### src/rtl/rgb_pwm_sequencer.sv
// rgb_pwm_sequencer: period-synchronous RGB PWM with steady/blink/breathe/off modes.
// SB_RGBA_DRV below is a behavioural stand-in for the iCE40 LED driver.
module SB_RGBA_DRV #(
    parameter string RGB0_CURRENT = "0b000000",
    parameter string RGB1_CURRENT = "0b000000",
    parameter string RGB2_CURRENT = "0b000000"
) (
    input  logic CURREN,
    input  logic RGBLEDEN,
    input  logic RGB0PWM,
    input  logic RGB1PWM,
    input  logic RGB2PWM,
    output logic RGB0,
    output logic RGB1,
    output logic RGB2
);
    localparam bit ON0 = RGB0_CURRENT != "0b000000";
    localparam bit ON1 = RGB1_CURRENT != "0b000000";
    localparam bit ON2 = RGB2_CURRENT != "0b000000";
    assign RGB0 = CURREN & RGBLEDEN & RGB0PWM & ON0;
    assign RGB1 = CURREN & RGBLEDEN & RGB1PWM & ON1;
    assign RGB2 = CURREN & RGBLEDEN & RGB2PWM & ON2;
endmodule

module rgb_pwm_sequencer #(
    parameter int    PWM_BITS    = 8,
    parameter int    TICK_DIV    = 1,
    parameter int    STEP_DIV    = 256,
    parameter string LED_CURRENT = "0b010"
) (
    input  logic                clk,
    input  logic                rst_n,
    input  logic                cfg_valid,
    output logic                cfg_ready,
    input  logic [PWM_BITS-1:0] cfg_red,
    input  logic [PWM_BITS-1:0] cfg_green,
    input  logic [PWM_BITS-1:0] cfg_blue,
    input  logic [1:0]          cfg_mode,
    output logic [2:0]          pwm_out,
    output logic                period_end,
    output logic                led_red,
    output logic                led_green,
    output logic                led_blue
);
    localparam int PW = TICK_DIV > 1 ? $clog2(TICK_DIV) : 1;
    localparam int SW = STEP_DIV > 1 ? $clog2(STEP_DIV) : 1;
    localparam logic [PWM_BITS-1:0] MAX = '1;

    typedef enum logic [1:0] {STEADY, BLINK, BREATHE, OFF} mode_t;

    logic [PW-1:0]                 pre;
    logic [SW-1:0]                 step;
    logic [PWM_BITS-1:0]           cnt, scale;
    logic [2:0][PWM_BITS-1:0]      lvl, pend_lvl, eff;
    mode_t                         mode, pend_mode;
    logic                          pending, down, phase_off;
    logic                          tick, wrap, step_ev, apply, new_mode;

    assign tick      = pre == PW'(TICK_DIV - 1);
    assign wrap      = tick && cnt == MAX;
    assign step_ev   = wrap && step == SW'(STEP_DIV - 1);
    assign apply     = wrap && pending;
    assign new_mode  = apply && pend_mode != mode;
    assign cfg_ready = !pending;

    // Breathe keeps the top half of level*scale so full scale never reaches full on.
    always_comb begin
        eff = '0;
        for (int i = 0; i < 3; i++)
            eff[i] = mode == STEADY  ? lvl[i] :
                     mode == BLINK   ? (phase_off ? '0 : lvl[i]) :
                     mode == BREATHE ? PWM_BITS'(({{PWM_BITS{1'b0}}, lvl[i]} * {{PWM_BITS{1'b0}}, scale}) >> PWM_BITS) :
                                       '0;
    end

    always_ff @(posedge clk) begin
        if (!rst_n) begin
            pre        <= '0;
            cnt        <= '0;
            step       <= '0;
            scale      <= '0;
            lvl        <= '0;
            pend_lvl   <= '0;
            mode       <= OFF;
            pend_mode  <= OFF;
            pending    <= 1'b0;
            down       <= 1'b0;
            phase_off  <= 1'b0;
            pwm_out    <= '0;
            period_end <= 1'b0;
        end else begin
            pre        <= tick ? '0 : pre + 1'b1;
            if (tick) cnt <= cnt + 1'b1;
            period_end <= wrap;
            pwm_out    <= {cnt < eff[2], cnt < eff[1], cnt < eff[0]};
            if (apply) begin
                lvl     <= pend_lvl;
                mode    <= pend_mode;
                pending <= 1'b0;
            end else if (cfg_valid && !pending) begin
                pend_lvl  <= {cfg_blue, cfg_green, cfg_red};
                pend_mode <= mode_t'(cfg_mode);
                pending   <= 1'b1;
            end
            // A mode change restarts the animation; re-applying the same mode does not.
            if (new_mode) begin
                step      <= '0;
                scale     <= '0;
                down      <= 1'b0;
                phase_off <= 1'b0;
            end else begin
                if (wrap) step <= step_ev ? '0 : step + 1'b1;
                if (step_ev) begin
                    phase_off <= !phase_off;
                    if (!down) begin
                        if (scale == MAX) down <= 1'b1;
                        else scale <= scale + 1'b1;
                    end else begin
                        if (scale == '0) down <= 1'b0;
                        else scale <= scale - 1'b1;
                    end
                end
            end
        end
    end

    SB_RGBA_DRV #(
        .RGB0_CURRENT(LED_CURRENT),
        .RGB1_CURRENT(LED_CURRENT),
        .RGB2_CURRENT(LED_CURRENT)
    ) drv (
        .CURREN  (1'b1),
        .RGBLEDEN(1'b1),
        .RGB0PWM (pwm_out[1]),
        .RGB1PWM (pwm_out[2]),
        .RGB2PWM (pwm_out[0]),
        .RGB0    (led_green),
        .RGB1    (led_blue),
        .RGB2    (led_red)
    );
endmodule

### config.mk
export PLATFORM = sky130hd
export DESIGN_NAME = rgb_pwm_sequencer
export DESIGN_NICKNAME = d
export VERILOG_FILES = /design/src/rtl/rgb_pwm_sequencer.sv
export SDC_FILE = /design/constraint.sdc
export NUM_CORES = 1
export LEC_CHECK = 0
export CAP_MARGIN = 40
export CORE_MARGIN = 2
export CORE_UTILIZATION = 40
export CTS_BUF_LIST = sky130_fd_sc_hd__clkbuf_8
export CTS_CLUSTER_SIZE = 25
export DETAILED_ROUTE_END_ITERATION = 8
export DONT_BUFFER_PORTS = 1
export GPL_ROUTABILITY_DRIVEN = 0
export SYNTH_ARGS = -nofsm -noshare
export SYNTH_HDL_FRONTEND = slang
export SYNTH_SLANG_ARGS = --single-unit
### constraint.sdc
create_clock -name clk -period 13.2 [get_ports clk]
set_input_delay 2.64 -clock clk [delete_from_list [all_inputs] [get_ports clk]]
set_output_delay 2.64 -clock clk [all_outputs]
set_load 0.01 [all_outputs]
==> results.yml <==
run_status:
  outcome: "completed"
place:
  hpwl_um: 18500
  postPlaceCellArea_sq_mm: 0.0106
  placed_cells: 1490
  port-buffer-count: 0
clocking:
  insertion_delay_ps: 370
  cts-root-buf: "clkbuf_8"
  cts_max_path_buffers: 2
  cts_num_sinks: 84
  cts.clk_slew.worst_paths_ps: 100
  tritoncts: "built"
  post_cts_buffers: 0
  cts_buffers: 9
  cts_max_level: 3
  cts_hold_buf: 0
  cts_resized: 0
timing:
  hold_violations: 0
  setup-tns-final_ps: 0
  relSlewSlack: 0.457
  fmax_mhz: 171
  period_needed_ps: 5860
  finalMaxSlewViolations: 0
  worstMarginPinSlew_ps: 813
  setup_viol: 0
  fin_skew_ps: 13.3
  rsz0062_at_grt: "false"
  fin_crit_sh: 0.444
power:
  p_int_mw: 0.360
  totalPowerFinal_mw: 0.485
  switching_share: 0.257
  ir_drop_mv: 0.0785
  powerDensity_mw_per_mm2: 45.0
  pwr-share-comb: 0.037
  p_sw_mw: 0.125
  pwr-share-clk: 0.416
  p_leak_nw: 5.41
  pwr-share-seq: 0.547
synthesis:
  synth_edf_count: 0
  avgSynthCellArea_sq_um: 8.53
  async_flop_share: 0
  yosysWarnings: 0
  syn_inst: 1201
  synthesis.area_sq_mm: 0.0102
  synth_cell_type_count: 63
  seq_area_frac_synth: 0.164
  synth_seq_cells: 84
  synth_ff_type: "dfxtp_1"
  syn_nets: 1464
die:
  die_w_um: 164
  pin_count: 37
  start_util: 0.407
  die_area_sq_mm: 0.0269
  rows: 58
  core_area_sq_mm: 0.0252
  die_y_um: 164
critical_path:
  ff2ff_setup_slack_ps: 7340
  worst-path-buf-inv: 4
  max_stage_delay_ps: 650
  crit_slowest_cell: "dfxtp_1"
  worstReg2RegStart: "scale[4]"
  r2r_end: "pwm_out[0]"
  critPathMaxFanout: 16
  path_delay_family: "adder cells"
  critPathRequiredTime_ps: 13470
  crit_type: "reg -> reg"
  crit_chain: "buf_4, nand2_1, fa_1, fa_1, inv_1, fa_1, inv_1, fa_1, inv_1, ha_1, or3_1, a211o_1, or4b_1, a21oi_1, o31a_1, ha_1, and3_1, o211ai_1, a311oi_1, nor2_1"
  cp_common_cell: "fa_1"
  crit_arrival_ps: 6120
  startpoint_type: "flop"
  r2r_cells: 20
  end_kind: "flop"
grt:
  overflow: 0
  grt_usage: 0.190
  grt_antenna_before_repair: 0
  grt_pass1_vias: 7962
  grtUsageMet3: 0.0174
  grt_busiest_layer: "met2"
  grt_pass1_wl_um: 40700
  gr-usage-met2: 0.317
  met1_usage: 0.265
  grt_max_degree: 67
route:
  vias: 7984
  wl_per_cell_um: 15.9
  routed_wl_um: 24000
  via_per_inst: 5.30
  antenna_left: 0
  drtIter0Drc: 430
  drtPass1Iterations: 5
  drc_errors: 0
min_path:
  hold-path-cell-count: 2
  hp-class: "reg -> reg"
  hold_path_end: "lvl[20]"
  min-delay-start: "pend_lvl[20]"
final_layout:
  multi_input_area_sq_mm: 0.00778
  fillers: 2553
  drive_above_1_share: 0.0340
  finish.utilization: 0.428
  num_antenna_cells: 0
  fin_area_sq_mm: 0.0108
  final_cells: 1506
  nets: 1434
  area_delta_synth_final_pct: 5.23
  regArea_sq_mm: 0.00168
flow_run:
  maxCapViolCount: 0
## synthesized netlist by cell type, types with 6 or more instances
library cell / n / share of area
xor2_1: 11 / 0.0094
a21o_1: 18 / 0.013
or4_1: 6 / 0.0044
nor3_1: 6 / 0.0029
fa_1: 106 / 0.21
nand2_1: 173 / 0.063
a22oi_1: 8 / 0.0059
a21boi_0: 51 / 0.037
or3_1: 7 / 0.0043
a21oi_1: 32 / 0.016
and2_1: 166 / 0.10
nand3_1: 17 / 0.0083
nor2b_1: 9 / 0.0055
and3_1: 11 / 0.0067
inv_1: 146 / 0.054
clkbuf_1: 47 / 0.017
ha_1: 128 / 0.16
nand4_1: 14 / 0.0086
nor2_1: 26 / 0.0095
a32oi_1: 6 / 0.0051
nand2b_1: 6 / 0.0037
xnor2_1: 15 / 0.013
o21ai_0: 12 / 0.0059
a211o_1: 7 / 0.0060
dfxtp_1: 84 / 0.16
o31a_1: 9 / 0.0077
## through the flow
| step | setup slack, ps | hold slack [ps] |
|---|---|---|
| after detailed placement | 7380 | 458 |
| after CTS | 7350 | 459 |
| after global routing | 7080 | 482 |
| final | 7340 | 453 |
| after floorplan | 7780 | 441 |
| after global placement | 7360 | 451 |
## power groups by stage
stage | Clock (mW) | Combinational (mW) | Sequential (mW)
detailed placement | 0 | 0.0182 | 0.272
finish | 0.202 | 0.0179 | 0.266
global placement | 0 | 0.0177 | 0.272
CTS | 0.208 | 0.0182 | 0.266
floorplan | 0 | 0.0179 | 0.269
global route | 0.218 | 0.0207 | 0.267
## placed cells by master (no fill, tap or decap), types with 12 or more instances in the layout
cell type / n
nand3_1: 17
nand2_1: 173
inv_1: 146
fa_1: 106
xnor2_1: 15
nor2_1: 26
nand4_1: 14
and2_1: 166
dfxtp_1: 84
a21oi_1: 32
a21boi_0: 51
ha_1: 128
o21ai_0: 12
a21o_1: 18
## final cells by class
type | instances | area share
clock buffer | 9 | 0.0115
timing repair buffer | 15 | 0.0123
tap | 330 | 0.0383
sequential | 84 | 0.156
inverter | 146 | 0.0509
clock inverter | 7 | 0.00859
multi-input combinational | 915 | 0.722
## worst register-to-register path, cell delays in order, from the launching register on
cell      delay [ps]
dfxtp_1          650
buf_4            320
nand2_1          110
fa_1             530
fa_1             500
inv_1             50
fa_1             530
inv_1             50
fa_1             530
inv_1             40
ha_1             230
or3_1            400
a211o_1          340
or4b_1           200
a21oi_1           70
o31a_1           280
ha_1             290
and3_1           180
o211ai_1         120
a311oi_1         250
nor2_1            60
## layer usage
layer  share of wire  routed length (um)
met5               0                   0
met4           0.018                 422
met3           0.039                 930
met2            0.46               11100
met1            0.48               11500
## sequential cells by signal (all words and copies together), names as in the netlist
name / cells
pending: 1
pend_lvl: 24
lvl: 24
pre: 1
pwm_out: 3
down: 1
scale: 8
mode: 2
cnt: 8
phase_off: 1
period_end: 1
step: 8
pend_mode: 2
## kinds of logic after synthesis
kind of cell / Yosys count / share of synthesized area
simple gates: 463 / 0.237
fa+ha+maj: 234 / 0.364
xor+xnor: 26 / 0.0222
buf+inv: 202 / 0.0756
compound gates: 187 / 0.133
mux: 4 / 0.00391
flops: 84 / 0.164
other cells: 1 / 0.000366
## worst max-delay path by stage
stage,start,endpoint,cells past startpoint
2_1_floorplan,scale[7],pwm_out[0],21
3_3_place_gp,scale[7],pwm_out[0],19
3_5_place_dp,scale[4],pwm_out[0],20
4_1_cts,scale[4],pwm_out[0],20
5_1_grt,scale[4],pwm_out[0],20
6_report,scale[4],pwm_out[0],20
Power figures use the tool's default switching activity.
